File: config.mk
export PLATFORM = sky130hd
export DESIGN_NAME = cfg_pwm_timer
export DESIGN_NICKNAME = d
export VERILOG_FILES = /design/src/rtl/cfg_pwm_timer.sv
export SDC_FILE = /design/constraint.sdc
export NUM_CORES = 1
export LEC_CHECK = 0
export BUFFER_PORTS_ARGS = -buffer_cell sky130_fd_sc_hd__buf_2
export CORE_ASPECT_RATIO = 2
export CORE_MARGIN = 4
export CORE_UTILIZATION = 51
export DETAILED_ROUTE_END_ITERATION = 10
export PLACE_DENSITY = 0.86
export SYNTH_ARGS = -nofsm -noshare
export SYNTH_HDL_FRONTEND = slang
export SYNTH_SLANG_ARGS = --single-unit
File: constraint.sdc
create_clock -name clk -period 8.6 [get_ports clk]
set_input_delay 1.72 -clock clk [delete_from_list [all_inputs] [get_ports clk]]
set_output_delay 1.72 -clock clk [all_outputs]
set_load 0.02 [all_outputs]
File: src/rtl/cfg_pwm_timer.sv
// Prescaled timer/PWM generator configured from a flat register vector; status returned from flops.
// Latency: EN rising edge gives RUNNING=1, counter=0 one clock later; pwm_out/irq registered, aligned with ST0/ST1.
// Backpressure: none; ena=0 freezes every flop, including the edge detectors and outputs.
module cfg_pwm_timer #(
    parameter int NUM_CFG    = 8,
    parameter int NUM_STATUS = 8,
    parameter int REG_WIDTH  = 8
) (
    input  logic                            clk,
    input  logic                            rst,
    input  logic                            ena,
    input  logic [NUM_CFG*REG_WIDTH-1:0]    config_regs,
    output logic [NUM_STATUS*REG_WIDTH-1:0] status_regs,
    output logic                            pwm_out,
    output logic                            irq
);

    localparam int W = REG_WIDTH;
    localparam logic [W-1:0] ONE = W'(1);

    // Config fields (registers above CFG3 and upper CFG0 bits carry nothing for this block)
    logic         cfg_en;
    logic         cfg_oneshot;
    logic         cfg_irq_en;
    logic         cfg_clr;
    logic [W-1:0] cfg_presc;
    logic [W-1:0] cfg_period;
    logic [W-1:0] cfg_duty;
    logic         unused_cfg;

    assign cfg_en      = config_regs[0];
    assign cfg_oneshot = config_regs[1];
    assign cfg_irq_en  = config_regs[2];
    assign cfg_clr     = config_regs[3];
    assign cfg_presc   = config_regs[1*W +: W];
    assign cfg_period  = config_regs[2*W +: W];
    assign cfg_duty    = config_regs[3*W +: W];
    assign unused_cfg  = ^config_regs;

    // State
    logic [W-1:0] counter;
    logic [W-1:0] presc_cnt;
    logic [W-1:0] wrap_cnt;
    logic         running;
    logic         wrap_flag;
    logic         done;
    logic         en_q;
    logic         clr_q;

    // Next-state values
    logic [W-1:0] cnt_nxt;
    logic [W-1:0] presc_nxt;
    logic [W-1:0] wc_nxt;
    logic         run_nxt;
    logic         done_nxt;
    logic         wrap_nxt;
    logic         wrap_hit;
    logic         clr_rise;

    // Next-state: EN level/edge handling, prescaler tick, counter wrap, and wrap-flag clear
    always_comb begin
        cnt_nxt   = counter;
        presc_nxt = presc_cnt;
        wc_nxt    = wrap_cnt;
        run_nxt   = running;
        done_nxt  = done;
        wrap_hit  = 1'b0;
        clr_rise  = cfg_clr & ~clr_q;
        if (!cfg_en) begin
            run_nxt   = 1'b0;
            cnt_nxt   = '0;
            presc_nxt = '0;
        end else if (!en_q) begin
            run_nxt   = 1'b1;
            cnt_nxt   = '0;
            presc_nxt = '0;
            done_nxt  = 1'b0;
        end else if (running) begin
            if (presc_cnt == cfg_presc) begin
                presc_nxt = '0;
                // >= so that lowering PERIOD below the current count forces a wrap
                if (counter >= cfg_period) begin
                    cnt_nxt  = '0;
                    wrap_hit = 1'b1;
                    wc_nxt   = wrap_cnt + ONE;
                    if (cfg_oneshot) begin
                        run_nxt  = 1'b0;
                        done_nxt = 1'b1;
                    end
                end else begin
                    cnt_nxt = counter + ONE;
                end
            end else begin
                presc_nxt = presc_cnt + ONE;
            end
        end
        // A wrap in the same cycle as a CLR edge wins
        wrap_nxt = wrap_hit | (wrap_flag & ~clr_rise);
    end

    // State and output registers; everything holds while ena is low
    always_ff @(posedge clk or posedge rst) begin
        if (rst) begin
            counter   <= '0;
            presc_cnt <= '0;
            wrap_cnt  <= '0;
            running   <= 1'b0;
            wrap_flag <= 1'b0;
            done      <= 1'b0;
            en_q      <= 1'b0;
            clr_q     <= 1'b0;
            pwm_out   <= 1'b0;
            irq       <= 1'b0;
        end else if (ena) begin
            counter   <= cnt_nxt;
            presc_cnt <= presc_nxt;
            wrap_cnt  <= wc_nxt;
            running   <= run_nxt;
            wrap_flag <= wrap_nxt;
            done      <= done_nxt;
            en_q      <= cfg_en;
            clr_q     <= cfg_clr;
            pwm_out   <= run_nxt & (cnt_nxt < cfg_duty);
            irq       <= cfg_irq_en & wrap_nxt;
        end
    end

    // Status readback, sourced only from flops
    always_comb begin
        status_regs          = '0;
        status_regs[0 +: W]  = counter;
        status_regs[W +: W]  = {{(W-3){1'b0}}, done, wrap_flag, running};
        status_regs[2*W +: W] = wrap_cnt;
    end

endmodule
==> results of run 1 <==
==> cells by family after synthesis <==
kind of cell               count (synthesis)  share of synthesized area (%)
AOI/OAI and AO/OA                         73                          18.82
xor gates and xnor gates                  15                          4.618
adders and majority gates                 18                          7.916
buffers and inverters                     89                          19.66
DFF                                       31                          27.26
muxes                                      3                          1.099
other                                      1                         0.1318
and+or+nand+nor                           96                          20.49
==> layer usage <==
layer | routed length [um] | vias to the layer above | global-route usage [%]
met5 | 0 | - | 0
met4 | 323 | 0 | 12.01
met3 | 589 | 33 | 4.304
met2 | 3600 | 144 | 36.31
met1 | 2405 | 1185 | 23.60
li1 | - | 1181 | -
==> critical path, cell delays in order <==
cell and delay [ns]:
buf_2 0.08, inv_1 0.03, ha_1 0.29, a211oi_1 0.24
o21ai_1 0.17, a21oi_4 0.77, a41oi_1 0.24, a31oi_1 0.31
ha_1 0.19, nand4_1 0.09, a2111oi_0 0.73, nand2_1 0.12
nor4b_1 0.27, nor4_1 0.08
==> cell usage in the layout (no fill, tap or decap), types with 3 or more instances in the layout <==
| cell type | Yosys | final |
|---|---|---|
| a211oi_1 | 3 | 3 |
| a21oi_1 | 6 | 6 |
| a31oi_1 | 10 | 10 |
| a41oi_1 | 8 | 8 |
| and2_1 | 4 | 4 |
| and3_1 | 7 | 7 |
| and4_1 | 4 | 4 |
| buf_2 | 3 | 51 |
| clkbuf_8 | 0 | 5 |
| conb_1 | 1 | 45 |
| dfrtp_1 | 31 | 31 |
| ha_1 | 18 | 18 |
| inv_1 | 29 | 29 |
| nand2_1 | 17 | 17 |
| nand3_1 | 14 | 14 |
| nand4_1 | 7 | 7 |
| nor2_1 | 15 | 15 |
| nor2b_1 | 3 | 3 |
| nor4_2 | 8 | 8 |
| o211ai_1 | 11 | 11 |
| o21ai_0 | 4 | 4 |
| o21ai_1 | 5 | 5 |
| o22ai_1 | 3 | 3 |
| or3_1 | 4 | 4 |
| xnor2_1 | 8 | 8 |
| xor2_1 | 7 | 7 |
==> stage by stage <==
step                hold slack (ns)  setup WS (ns)  instance area (um2)
finish                       0.4694          3.439                 3000
global route                 0.4856          3.034                 3000
CTS                          0.4722          3.484                 3000
detailed placement           0.4633          3.229                 2898
global placement             0.4539          3.325                 2898
floorplan                    0.4613          4.055                 3010
==> final cells by class <==
class | instances | area (um2) | share of cell area [%]
inverter | 29 | 108.9 | 3.628
timing repair buffer | 52 | 262.8 | 8.757
tap | 60 | 75.07 | 2.502
multi-input combinational | 250 | 1675 | 55.84
sequential | 31 | 775.7 | 25.85
clock buffer | 6 | 72.57 | 2.419
clock inverter | 1 | 30.03 | 1.001
==> worst min-delay path by stage <==
| stage | from | to | slack [ns] |
|---|---|---|---|
| after CTS | wrap_cnt[7]$_DFFE_PP0P_ | wrap_cnt[7]$_DFFE_PP0P_ | 0.47 |
| after detailed placement | wrap_cnt[7]$_DFFE_PP0P_ | wrap_cnt[7]$_DFFE_PP0P_ | 0.46 |
| after global placement | wrap_cnt[7]$_DFFE_PP0P_ | wrap_cnt[7]$_DFFE_PP0P_ | 0.45 |
| after floorplan | done$_DFFE_PP0P_ | done$_DFFE_PP0P_ | 0.46 |
| after global routing | wrap_cnt[7]$_DFFE_PP0P_ | wrap_cnt[7]$_DFFE_PP0P_ | 0.49 |
| final | wrap_cnt[7]$_DFFE_PP0P_ | wrap_cnt[7]$_DFFE_PP0P_ | 0.47 |
==> where the power goes <==
| group | internal [mW] | switching, mW | leakage [nW] |
|---|---|---|---|
| combinational | 0.0157 | 0.0470 | 1.05 |
| clock | 0.0848 | 0.0559 | 0.0513 |
| sequential | 0.149 | 0.00523 | 0.425 |
==> metrics.cfg, run 1 <==
[sta]
setup_viol=0
rsz0062_at_grt=false
hold_viol=0
max-slew-margin-rel_pct=37.33
layout_min_cycle_time_ns=5.161
drv_slew=0
final.setup_skew_ns=0.002329
period_share_pct=60.01
maxClockFrequency_mhz=193.8
worst_slew_pin_slew_ns=0.9380
setup-tns-final_ns=0

[placement]
hpwlAfterDp_um=5193
dp_cells=422
routabilityCongestion=0.8826
port_buffers=51

[cts]
insertion_delay_ns=0.29
cts_resized=0
cts_sinks=31
postCtsSetupRepairBufs=0
ctsHoldBuffers=0
ctsRootBufferMaster=clkbuf_8
cts_tree=done
clockBufferDepth=2
clk_pin_slew_ns=0.07
cts_made_buffers=5
htree_levels=2

[detailed_routing]
drt-total-wl_um=6918
drcViolationCount=0
drt-pass1-iter-count=5
via_count=2543
drtAntennaViolNets=0
drt_iter0_markers=141
viasPerCell=5.928
post_drt_wl_per_cell_um=16.13

[cells_and_area]
stdcell_count=429
drive_gt1_share_pct=19.24
diodes=0
finish.utilization_pct=55.36
reg_top3=counter x8, presc_cnt x8, wrap_cnt x8
area_growth_pct=5.453
nets=454
fillers=526

[pwr]
power.leakage_nw=1.527
irDropWorstVdd_uv=106.8
p_total_uw=357.2
p_per_area_mw_per_mm2=119.1

[die]
dieArea_mm2=0.006910
row_count=38
core_mm2=0.005420
fp.dieH_um=113.6
die_w_um=60.82
start_util_pct=52.49
ioPinCount=133

[global_routing]
antenna_found_initial=0
grt_pass1_wl_um=11300
track_usage_pct=21.36
overflow=0
grt_max_degree=35
grt_pass1_vias=2439

[synthesis]
synth_common_cells=buf_4, dfrtp_1, inv_1, ha_1, nand2_1
synth_enable_flop_cells=0
synthCells=326
yosys_warnings=0
netlist.area_leader.share_pct=27.26
synth_area_leader_cell=dfrtp_1
synth.avg_cell_area_um2=8.728
yosys-top-cells-area=dfrtp_1, buf_4, ha_1
ys.flop_type=dfrtp_1
synthDistinctLibCells=56
syn_area_mm2=0.002845
yosysSeqAreaShare_pct=27.26
ys_ff_latch=31
async_reset_ff_share_pct=100.0
synth_most_common_cell=buf_4

[worst_setup_path]
crit_arrival_ns=5.32
end_kind=flop
r2r-end=pwm_out$_DFFE_PP0P_
start_kind=input port
worstPathRequired_ns=8.76
crit_fanout=34
crit_path_start=config_regs[18]
ff2ff_setup_slack_ns=4.44
rr_startpoint=counter[2]$_DFFE_PP0P_
ff2ff_path_depth=12
endpoint=pwm_out$_DFFE_PP0P_
worstSetupPathType=in -> reg

[flow_run]
cap_violations=0

[status]
status=complete, no violations

[min_path]
min_path_cells=1
hp-class=reg -> reg

(Power assumes the default switching activity.)
==> inputs of run 2 (changes only) <==
--- a/config.mk
+++ b/config.mk
@@ -8,9 +8,9 @@
 export BUFFER_PORTS_ARGS = -buffer_cell sky130_fd_sc_hd__buf_2
 export CORE_ASPECT_RATIO = 2
 export CORE_MARGIN = 4
-export CORE_UTILIZATION = 51
+export CORE_UTILIZATION = 48
 export DETAILED_ROUTE_END_ITERATION = 10
-export PLACE_DENSITY = 0.86
+export PLACE_DENSITY = 0.82
 export SYNTH_ARGS = -nofsm -noshare
 export SYNTH_HDL_FRONTEND = slang
 export SYNTH_SLANG_ARGS = --single-unit
==> constraint.sdc (replaced) <==
create_clock -name clk -period 4.9 [get_ports clk]
set_input_delay 0.98 -clock clk [delete_from_list [all_inputs] [get_ports clk]]
set_output_delay 0.98 -clock clk [all_outputs]
set_load 0.02 [all_outputs]
==> run 2 against run 1 <==
Effect of this change:
- critical path depth unchanged
- critical path type unchanged
- flip-flop and latch count unchanged
- largest power group is now clock
- largest cell class unchanged
- count of clock-buffer cells in the layout grew 1
- clock power is 110% higher
- clock skew rose by 0.0021 ns
==> metrics.cfg, run 2 (synthesized netlist as in run 1, its figures left out) <==
[status]
status=complete, no violations  ; unchanged

[global_routing]
overflow=0  ; unchanged
antenna_found_initial=0  ; unchanged
grt_pass1_vias=2565  ; was 2439
grt_max_degree=32  ; was 35
grt_pass1_wl_um=11480  ; was 11300 um
track_usage_pct=19.45  ; was 21.36%

[detailed_routing]
drt-total-wl_um=7152  ; was 6918 um
drt_iter0_markers=115  ; was 141
post_drt_wl_per_cell_um=16.52  ; was 16.13 um
drcViolationCount=0  ; unchanged
drtAntennaViolNets=0  ; unchanged
via_count=2578  ; was 2543
drt-pass1-iter-count=4  ; was 5
viasPerCell=5.954  ; was 5.928

[min_path]
min_path_cells=1  ; unchanged
hp-start=wrap_cnt[7]$_DFFE_PP0P_  ; unchanged
holdPathEnd=wrap_cnt[7]$_DFFE_PP0P_  ; unchanged
hp-class=reg -> reg  ; unchanged

[worst_setup_path]
start_kind=input port  ; unchanged
worstSetupPathType=in -> reg  ; unchanged
critPathTopFamily=compound AO/OA/AOI/OAI gates  ; unchanged
crit_chain=buf_2 > inv_1 > ha_1 > a211oi_1 > o21ai_1 > a21oi_4 > a41oi_1 > a31oi_1 > ha_1 > nand4_1 > a2111oi_0 > nand2_1 > nor4b_1 > nor4_1  ; unchanged
ff2ff_setup_slack_ns=1.10  ; was 4.44 ns
end_kind=flop  ; unchanged
crit_path_start=config_regs[18]  ; unchanged
timing.critical_path.buf_inv=2  ; unchanged
r2r-end=pwm_out$_DFFE_PP0P_  ; unchanged
ff2ff_path_depth=12  ; unchanged
cp_slowest_stage_delay_ns=0.72  ; was 0.77 ns
cpMaxStageDelayCell=a2111oi_0  ; was a21oi_4
worstPathRequired_ns=5.05  ; was 8.76 ns
crit_arrival_ns=4.26  ; was 5.32 ns
rr_startpoint=counter[2]$_DFFE_PP0P_  ; unchanged
crit_fanout=22  ; was 34
crit_top_cell=ha_1  ; unchanged

[flow_run]
cap_violations=0  ; unchanged

[cells_and_area]
drive_gt1_share_pct=19.62  ; was 19.24%
final_cell_mix=buf_2, conb_1, dfrtp_1  ; unchanged
finish.utilization_pct=53.00  ; was 55.36%
area_growth_pct=7.256  ; was 5.453%
reg_top3=counter x8, presc_cnt x8, wrap_cnt x8  ; unchanged
diodes=0  ; unchanged
final_common_cell=buf_2  ; unchanged
nets=456  ; was 454

[placement]
routabilityCongestion=0.8660  ; was 0.8826
port_buffers=51  ; unchanged
place_ws_ns=0.6284  ; was 3.229 ns
hpwlAfterDp_um=5278  ; was 5193 um

[sta]
drv_slew=0  ; unchanged
layout_min_cycle_time_ns=4.109
maxClockFrequency_mhz=243.4
worst_slew_pin_slew_ns=0.8391  ; was 0.9380 ns
final.setup_skew_ns=0.004394  ; was 0.002329 ns
fin_ws_ns=0.7910  ; was 3.439 ns
period_share_pct=83.86
hold_viol=0  ; unchanged
rsz0062_at_grt=false  ; unchanged
setup-tns-final_ns=0  ; unchanged
setup_viol=0  ; unchanged
hold_ws_ns=0.4598  ; was 0.4694 ns
max-slew-margin-rel_pct=42.61  ; was 37.33%

[cts]
cts_tree=done  ; unchanged
cts_sinks=31  ; unchanged
insertion_delay_ns=0.28  ; was 0.29 ns
cts_made_buffers=5  ; unchanged
clockBufferDepth=2  ; unchanged
clk_pin_slew_ns=0.05  ; was 0.07 ns
htree_levels=2  ; unchanged
ctsHoldBuffers=0  ; unchanged
postCtsSetupRepairBufs=0  ; unchanged
ctsRootBufferMaster=clkbuf_16  ; was clkbuf_8
cts_resized=0  ; unchanged

[die]
ioPinCount=133  ; unchanged
dieArea_mm2=0.007298  ; was 0.006910 mm2
fp.dieH_um=116.9  ; was 113.6 um
die_w_um=62.44  ; was 60.82 um
row_count=39  ; was 38
core_mm2=0.005758  ; was 0.005420 mm2
start_util_pct=49.41  ; was 52.49%

[pwr]
irDropWorstVdd_uv=148.5  ; was 106.8 uV
power.leakage_nw=1.553  ; was 1.527 nW
p_per_area_mw_per_mm2=224.0  ; was 119.1 mW/mm2

[run 2: cell count changes in the layout (fill, tap and decap cells not counted)]
cell / before / now
clkbuf_1: 1 / 2
clkbuf_16: 0 / 5
bufinv_16: 1 / 0
clkinv_2: 0 / 1
buf_4: 1 / 3
clkbuf_8: 5 / 0
[run 2: per-layer routing]
layer / part of all wire [%] / vias up / wire length (um) / GRT usage [%]
li1: - / 1189 / - / -
met1: 36 / 1222 / 2549 / 19.89
met2: 53 / 130 / 3791 / 35.24
met3: 6.2 / 37 / 441 / 3.534
met4: 5.2 / 0 / 369 / 14.45
met5: 0 / - / 0 / 0
[run 2: per-stage QoR]
step                      power [mW]  std cells  cell area, um2
final                         0.6836        433            3052
after global routing          0.7072        433            3052
after CTS                     0.6820        433            3052
after detailed placement      0.3839        425            2914
after global placement        0.3814        425            2914
after floorplan               0.3833        370            3010
[run 2: how the worst max path moves through the flow]
stage	endpoint	slack [ns]	cells past startpoint
final	pwm_out$_DFFE_PP0P_	0.79	14
after global routing	pwm_out$_DFFE_PP0P_	0.39	14
after CTS	pwm_out$_DFFE_PP0P_	0.79	14
after detailed placement	pwm_out$_DFFE_PP0P_	0.63	14
after global placement	pwm_out$_DFFE_PP0P_	0.74	14
after floorplan	pwm_out$_DFFE_PP0P_	1.10	14
[run 2: worst register-to-register path, stage by stage, from the launching register on]
cell and delay [ns]:
dfrtp_1 0.46, ha_1 0.33, a211oi_1 0.23, o21ai_1 0.16, a21oi_4 0.48, a41oi_1 0.22, a31oi_1 0.29, ha_1 0.19
nand4_1 0.09, a2111oi_0 0.72, nand2_1 0.12, nor4b_1 0.28, nor4_1 0.10
[run 2: layout make-up]
class / count / area, um2
fillers: 542 / 2706
multi-input cells: 250 / 1675
flip-flops and latches: 31 / 775.7
repair buffers: 54 / 277.8
clock buffers: 7 / 132.6
inverters: 29 / 108.9
well taps: 61 / 76.32
clock inverters: 1 / 5.005
[run 2: report_power, final]
part / internal (mW) / switching, mW
Sequential: 0.261 / 0.00957
Clock: 0.188 / 0.114
Combinational: 0.0280 / 0.0836
